[config.mk]
export PLATFORM = sky130hd
export DESIGN_NAME = renode_ahb_subordinate_bridge
export DESIGN_NICKNAME = d
export VERILOG_FILES = /design/src/rtl/renode_ahb_pkg.sv /design/src/rtl/renode_ahb_timeout_counter.sv /design/src/rtl/renode_ahb_subordinate_bridge.sv
export SDC_FILE = /design/constraint.sdc
export NUM_CORES = 1
export LEC_CHECK = 0
export CORE_UTILIZATION = 37
export DETAILED_ROUTE_END_ITERATION = 7
export PLACE_DENSITY = 0.81
export RECOVER_POWER = 100
export SLEW_MARGIN = 20
export SYNTH_ARGS = -nofsm -noshare
export SYNTH_HDL_FRONTEND = slang
export SYNTH_SLANG_ARGS = --single-unit
[constraint.sdc]
create_clock -name hclk -period 1.57 [get_ports hclk]
set_input_delay 0.471 -clock hclk [delete_from_list [all_inputs] [get_ports hclk]]
set_output_delay 0.471 -clock hclk [all_outputs]
set_load 0.01 [all_outputs]
[src/rtl/renode_ahb_pkg.sv]
// Shared AHB-Lite encodings and helpers for the Renode bus bridges.
package renode_ahb_pkg;

    typedef enum logic [1:0] {
        TransferIdle          = 2'b00,
        TransferBusy          = 2'b01,
        TransferNonSequential = 2'b10,
        TransferSequential    = 2'b11
    } transfer_e;

    typedef enum logic {
        RespOkay  = 1'b0,
        RespError = 1'b1
    } response_t;

    typedef enum logic [2:0] {
        Idle,
        WriteData,
        Request,
        Response,
        Error1,
        Error2
    } subordinate_state_e;

    // Legal when the beat fits the data bus and the address is aligned to the beat size.
    function automatic logic is_transfer_legal(input logic [2:0] addr,
                                               input logic [2:0] size,
                                               input int unsigned data_width);
        logic [2:0] mask;
        if (32'(size) > $clog2(data_width / 8)) begin
            return 1'b0;
        end
        mask = 3'((8'd1 << size) - 8'd1);
        return (addr & mask) == 3'd0;
    endfunction

endpackage

[src/rtl/renode_ahb_timeout_counter.sv]
// Watchdog for the backend request phase; expires on the last permitted cycle.
module renode_ahb_timeout_counter #(
    parameter int unsigned TimeoutCycles = 1024
) (
    input  logic hclk,
    input  logic hresetn,
    input  logic enable,
    input  logic clear,
    output logic expired
);

    localparam int unsigned CountWidth = (TimeoutCycles > 0) ? $clog2(TimeoutCycles + 1) : 1;

    logic [CountWidth-1:0] count_q;

    always_ff @(posedge hclk) begin
        if (!hresetn || clear) begin
            count_q <= '0;
        end else if (enable && !expired) begin
            count_q <= count_q + CountWidth'(1);
        end
    end

    generate
        if (TimeoutCycles == 0) begin : g_disabled
            assign expired = 1'b0;
        end else begin : g_enabled
            assign expired = enable && (count_q == CountWidth'(TimeoutCycles - 1));
        end
    endgenerate

endmodule

[src/rtl/renode_ahb_subordinate_bridge.sv]
// AHB-Lite subordinate front-end: turns each legal single transfer into a held
// backend request and reports OKAY/ERROR back onto the bus.
//
// state     | meaning
// ----------+------------------------------------------------------------
// Idle      | no transfer in flight, zero-wait OKAY
// WriteData | write data phase, capture hwdata/hwstrb
// Request   | req_valid held, waiting on backend or watchdog
// Response  | OKAY completion cycle, next address phase may be accepted
// Error1    | first ERROR cycle, hreadyout low
// Error2    | second ERROR cycle, next address phase may be accepted
module renode_ahb_subordinate_bridge
    import renode_ahb_pkg::*;
#(
    parameter int unsigned AddressWidth  = 32,
    parameter int unsigned DataWidth     = 32,
    parameter int unsigned TimeoutCycles = 1024
) (
    input  logic                      hclk,
    input  logic                      hresetn,
    input  logic                      hsel,
    input  logic [AddressWidth-1:0]   haddr,
    input  logic [1:0]                htrans,
    input  logic                      hwrite,
    input  logic [2:0]                hsize,
    input  logic [2:0]                hburst,
    input  logic [DataWidth-1:0]      hwdata,
    input  logic [DataWidth/8-1:0]    hwstrb,
    input  logic                      hready,
    output logic                      hreadyout,
    output logic                      hresp,
    output logic [DataWidth-1:0]      hrdata,
    output logic                      req_valid,
    output logic                      req_write,
    output logic [AddressWidth-1:0]   req_addr,
    output logic [2:0]                req_size,
    output logic [DataWidth-1:0]      req_wdata,
    output logic [DataWidth/8-1:0]    req_wstrb,
    input  logic                      resp_valid,
    input  logic [DataWidth-1:0]      resp_rdata,
    input  logic                      resp_error
);

    subordinate_state_e state_q, state_d;
    response_t          resp_d;

    logic [AddressWidth-1:0] addr_q;
    logic                    write_q;
    logic [2:0]              size_q;
    logic [DataWidth-1:0]    wdata_q;
    logic [DataWidth/8-1:0]  wstrb_q;
    logic [DataWidth-1:0]    hrdata_q;

    logic accept_window;
    logic accept;
    logic legal;
    logic tmo_expired;

    // Burst type and SEQ/NONSEQ distinction do not change how a beat is served.
    logic unused_inputs;
    assign unused_inputs = ^{hburst, htrans[0]};

    assign accept_window = (state_q == Idle) || (state_q == Response) || (state_q == Error2);
    assign accept        = accept_window && hready && hsel && htrans[1];
    assign legal         = is_transfer_legal(haddr[2:0], hsize, DataWidth);

    renode_ahb_timeout_counter #(
        .TimeoutCycles(TimeoutCycles)
    ) u_timeout (
        .hclk    (hclk),
        .hresetn (hresetn),
        .enable  (state_q == Request),
        .clear   (state_d != Request),
        .expired (tmo_expired)
    );

    always_ff @(posedge hclk) begin
        if (!hresetn) begin
            state_q  <= Idle;
            addr_q   <= '0;
            write_q  <= 1'b0;
            size_q   <= '0;
            wdata_q  <= '0;
            wstrb_q  <= '0;
            hrdata_q <= '0;
        end else begin
            state_q <= state_d;
            if (accept) begin
                addr_q  <= haddr;
                write_q <= hwrite;
                size_q  <= hsize;
            end
            if (state_q == WriteData) begin
                wdata_q <= hwdata;
                wstrb_q <= hwstrb;
            end
            if ((state_q == Request) && resp_valid && !resp_error && !write_q) begin
                hrdata_q <= resp_rdata;
            end
        end
    end

    // A backend response in the same cycle as watchdog expiry takes precedence.
    always_comb begin
        state_d   = state_q;
        hreadyout = 1'b1;
        resp_d    = RespOkay;
        unique case (state_q)
            Idle, Response, Error2: begin
                if (state_q == Error2) begin
                    resp_d = RespError;
                end
                if (accept) begin
                    if (!legal) begin
                        state_d = Error1;
                    end else if (hwrite) begin
                        state_d = WriteData;
                    end else begin
                        state_d = Request;
                    end
                end else begin
                    state_d = Idle;
                end
            end
            WriteData: begin
                hreadyout = 1'b0;
                state_d   = Request;
            end
            Request: begin
                hreadyout = 1'b0;
                if (resp_valid) begin
                    state_d = resp_error ? Error1 : Response;
                end else if (tmo_expired) begin
                    state_d = Error1;
                end
            end
            Error1: begin
                hreadyout = 1'b0;
                resp_d    = RespError;
                state_d   = Error2;
            end
            default: begin
                state_d = Idle;
            end
        endcase
    end

    assign hresp     = resp_d;
    assign hrdata    = hrdata_q;
    assign req_valid = (state_q == Request);
    assign req_write = write_q;
    assign req_addr  = addr_q;
    assign req_size  = size_q;
    assign req_wdata = wdata_q;
    assign req_wstrb = wstrb_q;

endmodule

* After elaboration in Yosys (flattened, before gate mapping) *
Cells that the tools add are included.

storage, ports and cells
  bits in registers = 118
  input bits = 115
  word-level logic and storage cells = 52
  output and inout port bits = 107

cells by class
  shifts and indexed selects = 1
  reduce and logical (&&, ||, !) cells = 19
  equality and inequality tests = 7
  $add $sub $neg = 2
  mux-type cells = 13
  bitwise logic cells = 1
  $lt $le $gt $ge = 1

operators by type and width
  kind                                                                             count
  3-bit two-way mux                                                                5
  3-bit one-hot mux with 4 select lines                                            1
  11-bit by 1-bit adder with 11-bit output, second input constant                  1
  11-bit by 10-bit equality test with 1-bit output, second input constant          1
  1-bit logical AND                                                                8
  3-bit by 2-bit equality test with 1-bit output, second input constant            2
  3-bit equality test, second input constant                                       2
  3-bit zero test                                                                  2
  3-bit OR reduction                                                               2
  1-bit two-way mux                                                                5
  1-bit zero test                                                                  4
  3-bit AND                                                                        1
  3-bit by 1-bit equality test with 1-bit output, second input constant            1
  3-bit by 2-bit greater-than comparator with 1-bit output, second input constant  1
  1-bit logical OR                                                                 3
  3-bit by 2-bit inequality test with 1-bit output, second input constant          1
  1-bit by 3-bit << shifter with 3-bit output, first input constant                1
  3-bit by 1-bit subtractor with 3-bit output, second input constant               1
  2-bit two-way mux                                                                1
  1-bit one-hot mux with 2 select lines                                            1

* Depth between registers and ports, before layout *
Gate-level depths: netlist of the first run.

  depth after elaboration = 10
  depth in mapped cells = 8
  mapped depth without buffers = 6

* Modules after synthesis *
Synthesis of the first run repeated with hierarchy kept, for this count alone.

second synthesis, totals
  cells, all modules = 559
  area total of the unflattened synthesis = 4745.8 um^2

by module, submodules not included
  module                         cells each  area an instance (um^2)  instances  sequential area each (um^2)
  renode_ahb_subordinate_bridge  498         4224.1                   1          2142.1
  renode_ahb_timeout_counter     61          521.8                    1          220.2

* Least setup slack after synthesis of the first run *
Ideal clock, no wire load.

  path type = input -> register
  from = in hsize[0]
  to = reg u_timeout.count_q[10]
  cell stages on the path = 6
  arrival time = 1455 ps
  required time = 1454 ps
  slack = -1 ps
  cells stage by stage = nor3_1 o21bai_1 o41a_1 o21ai_2 buf_6 nor2_1

on the way
  longest elaborated chain between the ends = 10
  elaborated cells on any way between the ends = 12

RTL lines
  what                                                RTL line                              text
  from (decl)                                         renode_ahb_subordinate_bridge.sv:25   input logic [2:0] hsize,
  1-bit by 3-bit << shifter with 3-bit output         renode_ahb_pkg.sv:33                  mask = 3'((8'd1 << size) - 8'd1);
  3-bit by 1-bit subtractor with 3-bit output         renode_ahb_pkg.sv:33
  3-bit AND                                           renode_ahb_pkg.sv:34                  return (addr & mask) == 3'd0;
  3-bit zero test                                     renode_ahb_pkg.sv:34
  1-bit two-way mux *                                 renode_ahb_pkg.sv:33
  3-bit two-way mux *                                 renode_ahb_subordinate_bridge.sv:114  if (!legal) begin
  3-bit two-way mux *                                 renode_ahb_subordinate_bridge.sv:113  if (accept) begin
  3-bit one-hot mux with 4 select lines *             renode_ahb_subordinate_bridge.sv:108  unique case (state_q)
  3-bit by 2-bit inequality test with 1-bit output *  renode_ahb_subordinate_bridge.sv:73   .clear (state_d != Request),
  1-bit logical OR *                                  renode_ahb_timeout_counter.sv:17      if (!hresetn || clear) begin
  to (signal assigned)                                renode_ahb_timeout_counter.sv:20      count_q <= count_q + CountWidth'(1);
  to (decl)                                           renode_ahb_timeout_counter.sv:14      logic [CountWidth-1:0] count_q;

Every way passes the cells marked *; elsewhere a longest branch is shown, timed or not.
A chain may end at the register's enable or synchronous reset.

* Worst setup path in the final report of the first run *
  from = reg state_q[0]
  to = out req_valid

on the way
  longest elaborated chain between the ends = 1

RTL lines
  what                                            RTL line                              text
  from (decl)                                     renode_ahb_subordinate_bridge.sv:44   subordinate_state_e state_q, state_d;
  from (signal assigned)                          renode_ahb_subordinate_bridge.sv:79   state_q <= Idle;
  from (signal assigned)                          renode_ahb_subordinate_bridge.sv:87   state_q <= state_d;
  3-bit by 2-bit equality test with 1-bit output  renode_ahb_subordinate_bridge.sv:150  assign req_valid = (state_q == Request);
  to (decl)                                       renode_ahb_subordinate_bridge.sv:33   output logic req_valid,

Every way passes these cells.

==> results.toml, run 1 <==
[hold_path]
min_from = "haddr[1]"
holdPathEnd = "req_addr[1]"
min_path_cells = 3
hp-class = "in2reg"

[synth]
async_flop_share = 0
ys_ff_latch = 118
avgSynthCellArea_sq_um = 8.49
syn_inst = 553
yosys_warnings = 0
synthFlopType = "dfxtp_1"
yosysSeqAreaShare = 0.503
synth_fp_nets = 669
synth.cell_area_sq_mm = 0.00470
synth.distinct_cells = 45
synth_edf_count = 0

[critical_path]
critPathLaunchType = "register"
critPathKind = "reg2out"
r2r_start = "state_q[0]"
r2r_slack_ps = -210
crit_path_cell_trace = "buf_6 > nor3b_4 > buf_2"
crit_slowest_cell = "dfxtp_2"
worst_ep_arrival_time_ps = 1330
worstPathMaxFanout = 5
r2r_end = "u_timeout.count_q[3]"
max_stage_delay_ps = 340
worstSetupEndpointType = "output port"
cp_data_required_time_ps = 1100
ff2ff_path_depth = 8

[clocking]
postCtsHoldBufs = 0
clock_latency_ps = 410
cts_tree = "yes"
cts_made_buffers = 17
cts_root_buffer = "clkbuf_16"
cts_max_path_buffers = 2
cts_max_level = 4
numClockSinks = 118
clk_pin_slew_ps = 50

[global_routing]
grt_max_degree = 105
grt_usage = 0.222
grt_first_pass_wirelength_mm = 22.6
grt-ovfl-total = 0
grt_antenna_before_repair = 0
grt_pass1_vias = 4825

[cells_and_area]
final_core_util = 0.679
syn2layout_area_growth_pct = 76.5
nets = 929
drive_gt1_frac = 0.184
final_cells = 994
antenna_cells = 0

[floorplan]
chipHeight_um = 115
row_count = 40
io_pins = 222
die-width_um = 115
dieArea_sq_mm = 0.0131
core_area_sq_mm = 0.0122
start_util = 0.385

[pwr]
seqPwrFrac = 0.387
intPower_w = 0.00627
power.leakage_nw = 3.56
p_sw_w = 0.00181
power.total_w = 0.00808
cellPowerDensity_mw_per_mm2 = 975
p_sw_frac = 0.223
p_clk_frac = 0.481
pwr-share-comb = 0.132
worst_ir_drop_vdd_mv = 0.960

[placement]
dp_cells = 941
hpwl_mm = 9.55
port_buffers = 217
gp_congestion = 0.825

[route]
avgRoutedWirePerCell_um = 15.3
drt_iter0_drc = 288
drc = 0
first_pass_iters = 4
antenna_left = 0
drt-total-wl_mm = 15.3
via_per_inst = 4.87
num_vias = 4840

[sta]
max_freq_mhz = 556
maxSlewHeadroom = 0.743
layout_setup_ws_ps = -228
hold_viol = 0
period_needed_ps = 1800
finalSetupViolCount = 83
setup_tns_ps = -8320
max_slew.worst_pin.slew_ps = 385
grt_setup_unrepaired = "yes"
min_period_over_period = 1.15
maxSlewViolCount = 0
worst_clock_skew_ps = 7.53

[run_status]
violations = "setup timing"
status = "finished, violations left"

[flow_run]
maxCapViolations = 0
[final cells by class]
cell class              instances  area, sq um
flip-flops and latches        118         2370
well taps                     168          210
multi-input cells             396         2360
repair buffers                276         2740
inverters                       4         15.0
fillers                       971         3920
clock inverters                 9          125
clock buffers                  23          468
[cell families after synthesis]
logic type / Yosys count / share of synthesized area
AND/OR/NAND/NOR: 262 / 0.233
AO/OA/AOI/OAI: 122 / 0.195
flip-flops: 118 / 0.503
buffers and inverters: 40 / 0.0471
XOR/XNOR: 9 / 0.0168
multiplexers: 1 / 0.00213
adder cells (fa/ha/maj): 1 / 0.00266
[power by group through the flow]
stage          logic, W  registers, W  clock network, W
3_5_place_dp   0.000929       0.00319                 0
2_1_floorplan  0.000307       0.00322                 0
4_1_cts        0.000983       0.00313           0.00394
5_1_grt         0.00114       0.00314           0.00408
6_report        0.00107       0.00313           0.00388
3_3_place_gp   0.000914       0.00318                 0
[cells in the mapped netlist (2+ instances only)]
| cell | instances | share of area |
|---|---|---|
| nand4bb_1 | 2 | 0.0048 |
| and2_1 | 2 | 0.0027 |
| dfxtp_1 | 118 | 0.50 |
| buf_4 | 5 | 0.0080 |
| nand2b_1 | 2 | 0.0027 |
| nand4_1 | 3 | 0.0040 |
| a21boi_1 | 48 | 0.077 |
| nand3_1 | 6 | 0.0064 |
| a21boi_0 | 56 | 0.090 |
| xnor2_1 | 3 | 0.0056 |
| xor2_1 | 6 | 0.011 |
| inv_1 | 4 | 0.0032 |
| nand2_1 | 216 | 0.17 |
| a21oi_1 | 3 | 0.0032 |
| buf_6 | 5 | 0.012 |
| and3_1 | 2 | 0.0027 |
| nor2_1 | 16 | 0.013 |
| clkbuf_1 | 14 | 0.011 |
| o21ai_0 | 5 | 0.0053 |
| buf_2 | 12 | 0.013 |
[cells in the final DEF, fill, tap and decap left out, types with 6 or more instances in the layout]
cell             count
nand2_2              8
nor2_1              13
nand2_4              8
clkdlybuf4s50_1    107
dlygate4sd2_1      103
a21boi_2            16
clkbuf_16           21
xor2_1               6
dfxtp_1            115
a21boi_1            58
nand2_1            200
buf_4               32
buf_6               12
buf_12               8
nand3_1              6
a21boi_0            30
[how the worst max path moves through the flow]
stage,endpoint,startpoint,cells after the start
after detailed placement,u_timeout.count_q[2],hsize[0],6
after floorplan,u_timeout.count_q[10],hsize[0],6
after global placement,u_timeout.count_q[6],hsize[0],6
after global routing,req_addr[0],state_q[2],11
final,req_valid,state_q[0],3
after CTS,req_valid,state_q[2],3
[worst max-delay path: cells and delay by family, from the launching register on]
kind	cells	cell delay, ps
DFF	1	340
buffers and inverters	2	310
and+or+nand+nor	1	270
[timing repair]
item	CTS	global route
setup endpoints to repair	178	86
pin swaps	22	20
resized for setup	179	56
gates cloned	5	5
buffers inserted	6	6
[sequential cells by signal (all words and copies together), names as in the netlist]
| register | count |
|---|---|
| u_timeout.count_q | 11 |
| req_wstrb | 4 |
| req_write | 1 |
| req_addr | 32 |
| hrdata | 32 |
| req_size | 3 |
| state_q | 3 |
| req_wdata | 32 |
[layer usage]
metal  GRT usage  share of wire  vias up
li1            -              -     2338
met1       0.221           0.37     2283
met2       0.412           0.53      183
met3      0.0683          0.070       36
met4       0.119          0.027        0
met5           0              0        -
[per-stage QoR]
| step | setup WS, ps | instance area [sq um] | hold slack [ps] |
|---|---|---|---|
| global placement | -541 | 7250 | 440 |
| floorplan | -0.767 | 4700 | 434 |
| detailed placement | -589 | 7250 | 444 |
| global route | -254 | 8290 | 391 |
| CTS | -206 | 8000 | 448 |
| finish | -228 | 8290 | 370 |
Power figures use the tool's default switching activity.
==> run 2: changes to the inputs <==
--- a/config.mk
+++ b/config.mk
@@ -5,7 +5,9 @@
 export SDC_FILE = /design/constraint.sdc
 export NUM_CORES = 1
 export LEC_CHECK = 0
-export CORE_UTILIZATION = 37
+export CELL_PAD_IN_SITES_DETAIL_PLACEMENT = 1
+export CELL_PAD_IN_SITES_GLOBAL_PLACEMENT = 2
+export CORE_UTILIZATION = 20
 export DETAILED_ROUTE_END_ITERATION = 7
 export PLACE_DENSITY = 0.81
 export RECOVER_POWER = 100
==> run 2 against run 1 <==
Compared with the run above: the flow still finishes with violations (setup timing); power decreased by 0.37%; core utilization decreased by 31 points; clock skew rose by 1.5 ps; global-route usage down 7.9 points; die area increased by 83%; clock-buffer cell count decreased by 5; first-iteration DRC count is 49% lower; sequential power barely moved; register-to-register slack about the same; critical endpoint is now state_q[1]; largest cell class unchanged.
==> results.toml, run 2 (synthesis results as in run 1) <==
[sta]
whs_ps = 447
layout_setup_ws_ps = -216
maxSlewViolCount = 0
worst_clock_skew_ps = 9.08
hold_viol = 0
max_slew.worst_pin.slew_ps = 471
max_freq_mhz = 560
setup_tns_ps = -9150
grt_setup_unrepaired = "yes"
period_needed_ps = 1790
maxSlewHeadroom = 0.683
finalSetupViolCount = 70
min_period_over_period = 1.14

[route]
antenna_left = 0
drt-total-wl_mm = 17.3
num_vias = 4677
drc = 0
first_pass_iters = 4
drt_iter0_drc = 148
via_per_inst = 4.11
avgRoutedWirePerCell_um = 15.2

[clocking]
cts_max_path_buffers = 2
cts_max_level = 4
clock_latency_ps = 410
cts_tree = "yes"
cts_made_buffers = 17
clk_pin_slew_ps = 60
postCtsHoldBufs = 0
numClockSinks = 118
cts_root_buffer = "clkbuf_16"

[critical_path]
crit_family = "compound AO/OA/AOI/OAI gates"
max_stage_delay_ps = 360
crit_path_frequent_cell = "buf_6"
worst_ep_arrival_time_ps = 2090
crit_slowest_cell = "dfxtp_4"
critPathLaunchType = "register"
cp_data_required_time_ps = 1870
worstSetupEndpointType = "register"
worstPathMaxFanout = 6
cp.buffers_inverters = 3
critPathKind = "reg2reg"
crit_path_cell_trace = "xor2_2 > buf_4 > o21a_4 > buf_6 > nor2_4 > buf_6 > nand2_1 > o22a_1"

[global_routing]
grt_antenna_before_repair = 0
grt_max_degree = 105
grt-ovfl-total = 0
grt_pass1_vias = 4765
grt_first_pass_wirelength_mm = 26.4
grt_usage = 0.143

[floorplan]
io_pins = 222
row_count = 55
dieArea_sq_mm = 0.0241
core_area_sq_mm = 0.0228
die-width_um = 155
start_util = 0.206
chipHeight_um = 155

[pwr]
worst_ir_drop_vdd_mv = 0.573
cellPowerDensity_mw_per_mm2 = 957
power.leakage_nw = 3.49

[placement]
gp_congestion = 0.713
port_buffers = 217
hpwl_mm = 10.7

[cells_and_area]
nets = 927
final_cell_mix = "nand2_1, dfxtp_1, clkdlybuf4s50_1"
syn2layout_area_growth_pct = 79.2
num-fill-cells = 2713
final_common_cell = "nand2_1"
drive_gt1_frac = 0.175
final_core_util = 0.368

[hold_path]
hp-class = "reg2reg"

[flow_run]
maxCapViolations = 0

[run_status]
violations = "setup timing"
status = "finished, violations left"
run 2: cell types whose count changed in the layout (fill, tap and decap cells not counted), moves of 3 or more:
cell	delta
clkdlybuf4s15_1	+10
a21boi_1	+8
dlygate4sd2_1	-8
a21boi_2	-7
clkinv_4	+4
buf_4	-3
clkbuf_1	-3
inv_6	+3
run 2: final cells by class:
type                            count  area, sq um  area share
Timing Repair Buffer              274         2720       0.323
Multi-Input combinational cell    396         2320       0.276
Clock buffer                       18          439      0.0522
Antenna cell                        1         2.50    0.000297
Tap cell                          313          392      0.0465
Inverter                            4         15.0     0.00178
Clock inverter                     14          151      0.0180
Sequential cell                   118         2370       0.282
run 2: per-stage QoR:
| stage | setup slack (ps) | power (W) | instance area (sq um) | instances |
|---|---|---|---|---|
| floorplan | -0.767 | 0.00353 | 4700 | 553 |
| global placement | -661 | 0.00413 | 7440 | 1087 |
| CTS | -216 | 0.00817 | 8180 | 1130 |
| finish | -216 | 0.00805 | 8420 | 1138 |
| global route | -285 | 0.00845 | 8410 | 1137 |
| detailed placement | -686 | 0.00414 | 7440 | 1087 |
run 2: per-layer routing:
layer / up-vias / wire length (um) / track usage / share of wire
li1: 2337 / - / - / -
met1: 2186 / 7610 / 0.167 / 0.44
met2: 145 / 8270 / 0.246 / 0.48
met3: 9 / 1240 / 0.0524 / 0.072
met4: 0 / 150 / 0.0359 / 0.0087
met5: - / 0 / 0 / 0
run 2: worst paths after layout:
check	slack (ps)	depth (start not counted)	from	to
worst max-delay path	-220	8	state_q[0]	state_q[1]
worst min-delay path	450	2	hrdata[18]	hrdata[18]
worst max register to register	-220	8	state_q[0]	state_q[1]
worst min register to register	450	2	hrdata[18]	hrdata[18]
run 2: worst register-to-register path, stage by stage, from the launching register on:
cell     delay (ps)
dfxtp_4         360
xor2_2          170
buf_4           140
o21a_4          240
buf_6           120
nor2_4          220
buf_6           150
nand2_1         100
o22a_1          190
run 2: repair_timing:
item,CTS,global route
endpoints found under the setup margin,160,90
resized for setup,168,74
pin swaps,14,27
hold endpoints to repair,0,0
gates cloned,6,4
setup buffers,5,5
run 2: power breakdown:
group	internal (W)	leakage, nW	total [W]	switching, W
Sequential	0.00308	0.956	0.00312	0.0000449
Clock	0.00239	0.287	0.00389	0.00150
Combinational	0.000599	2.25	0.00104	0.000440
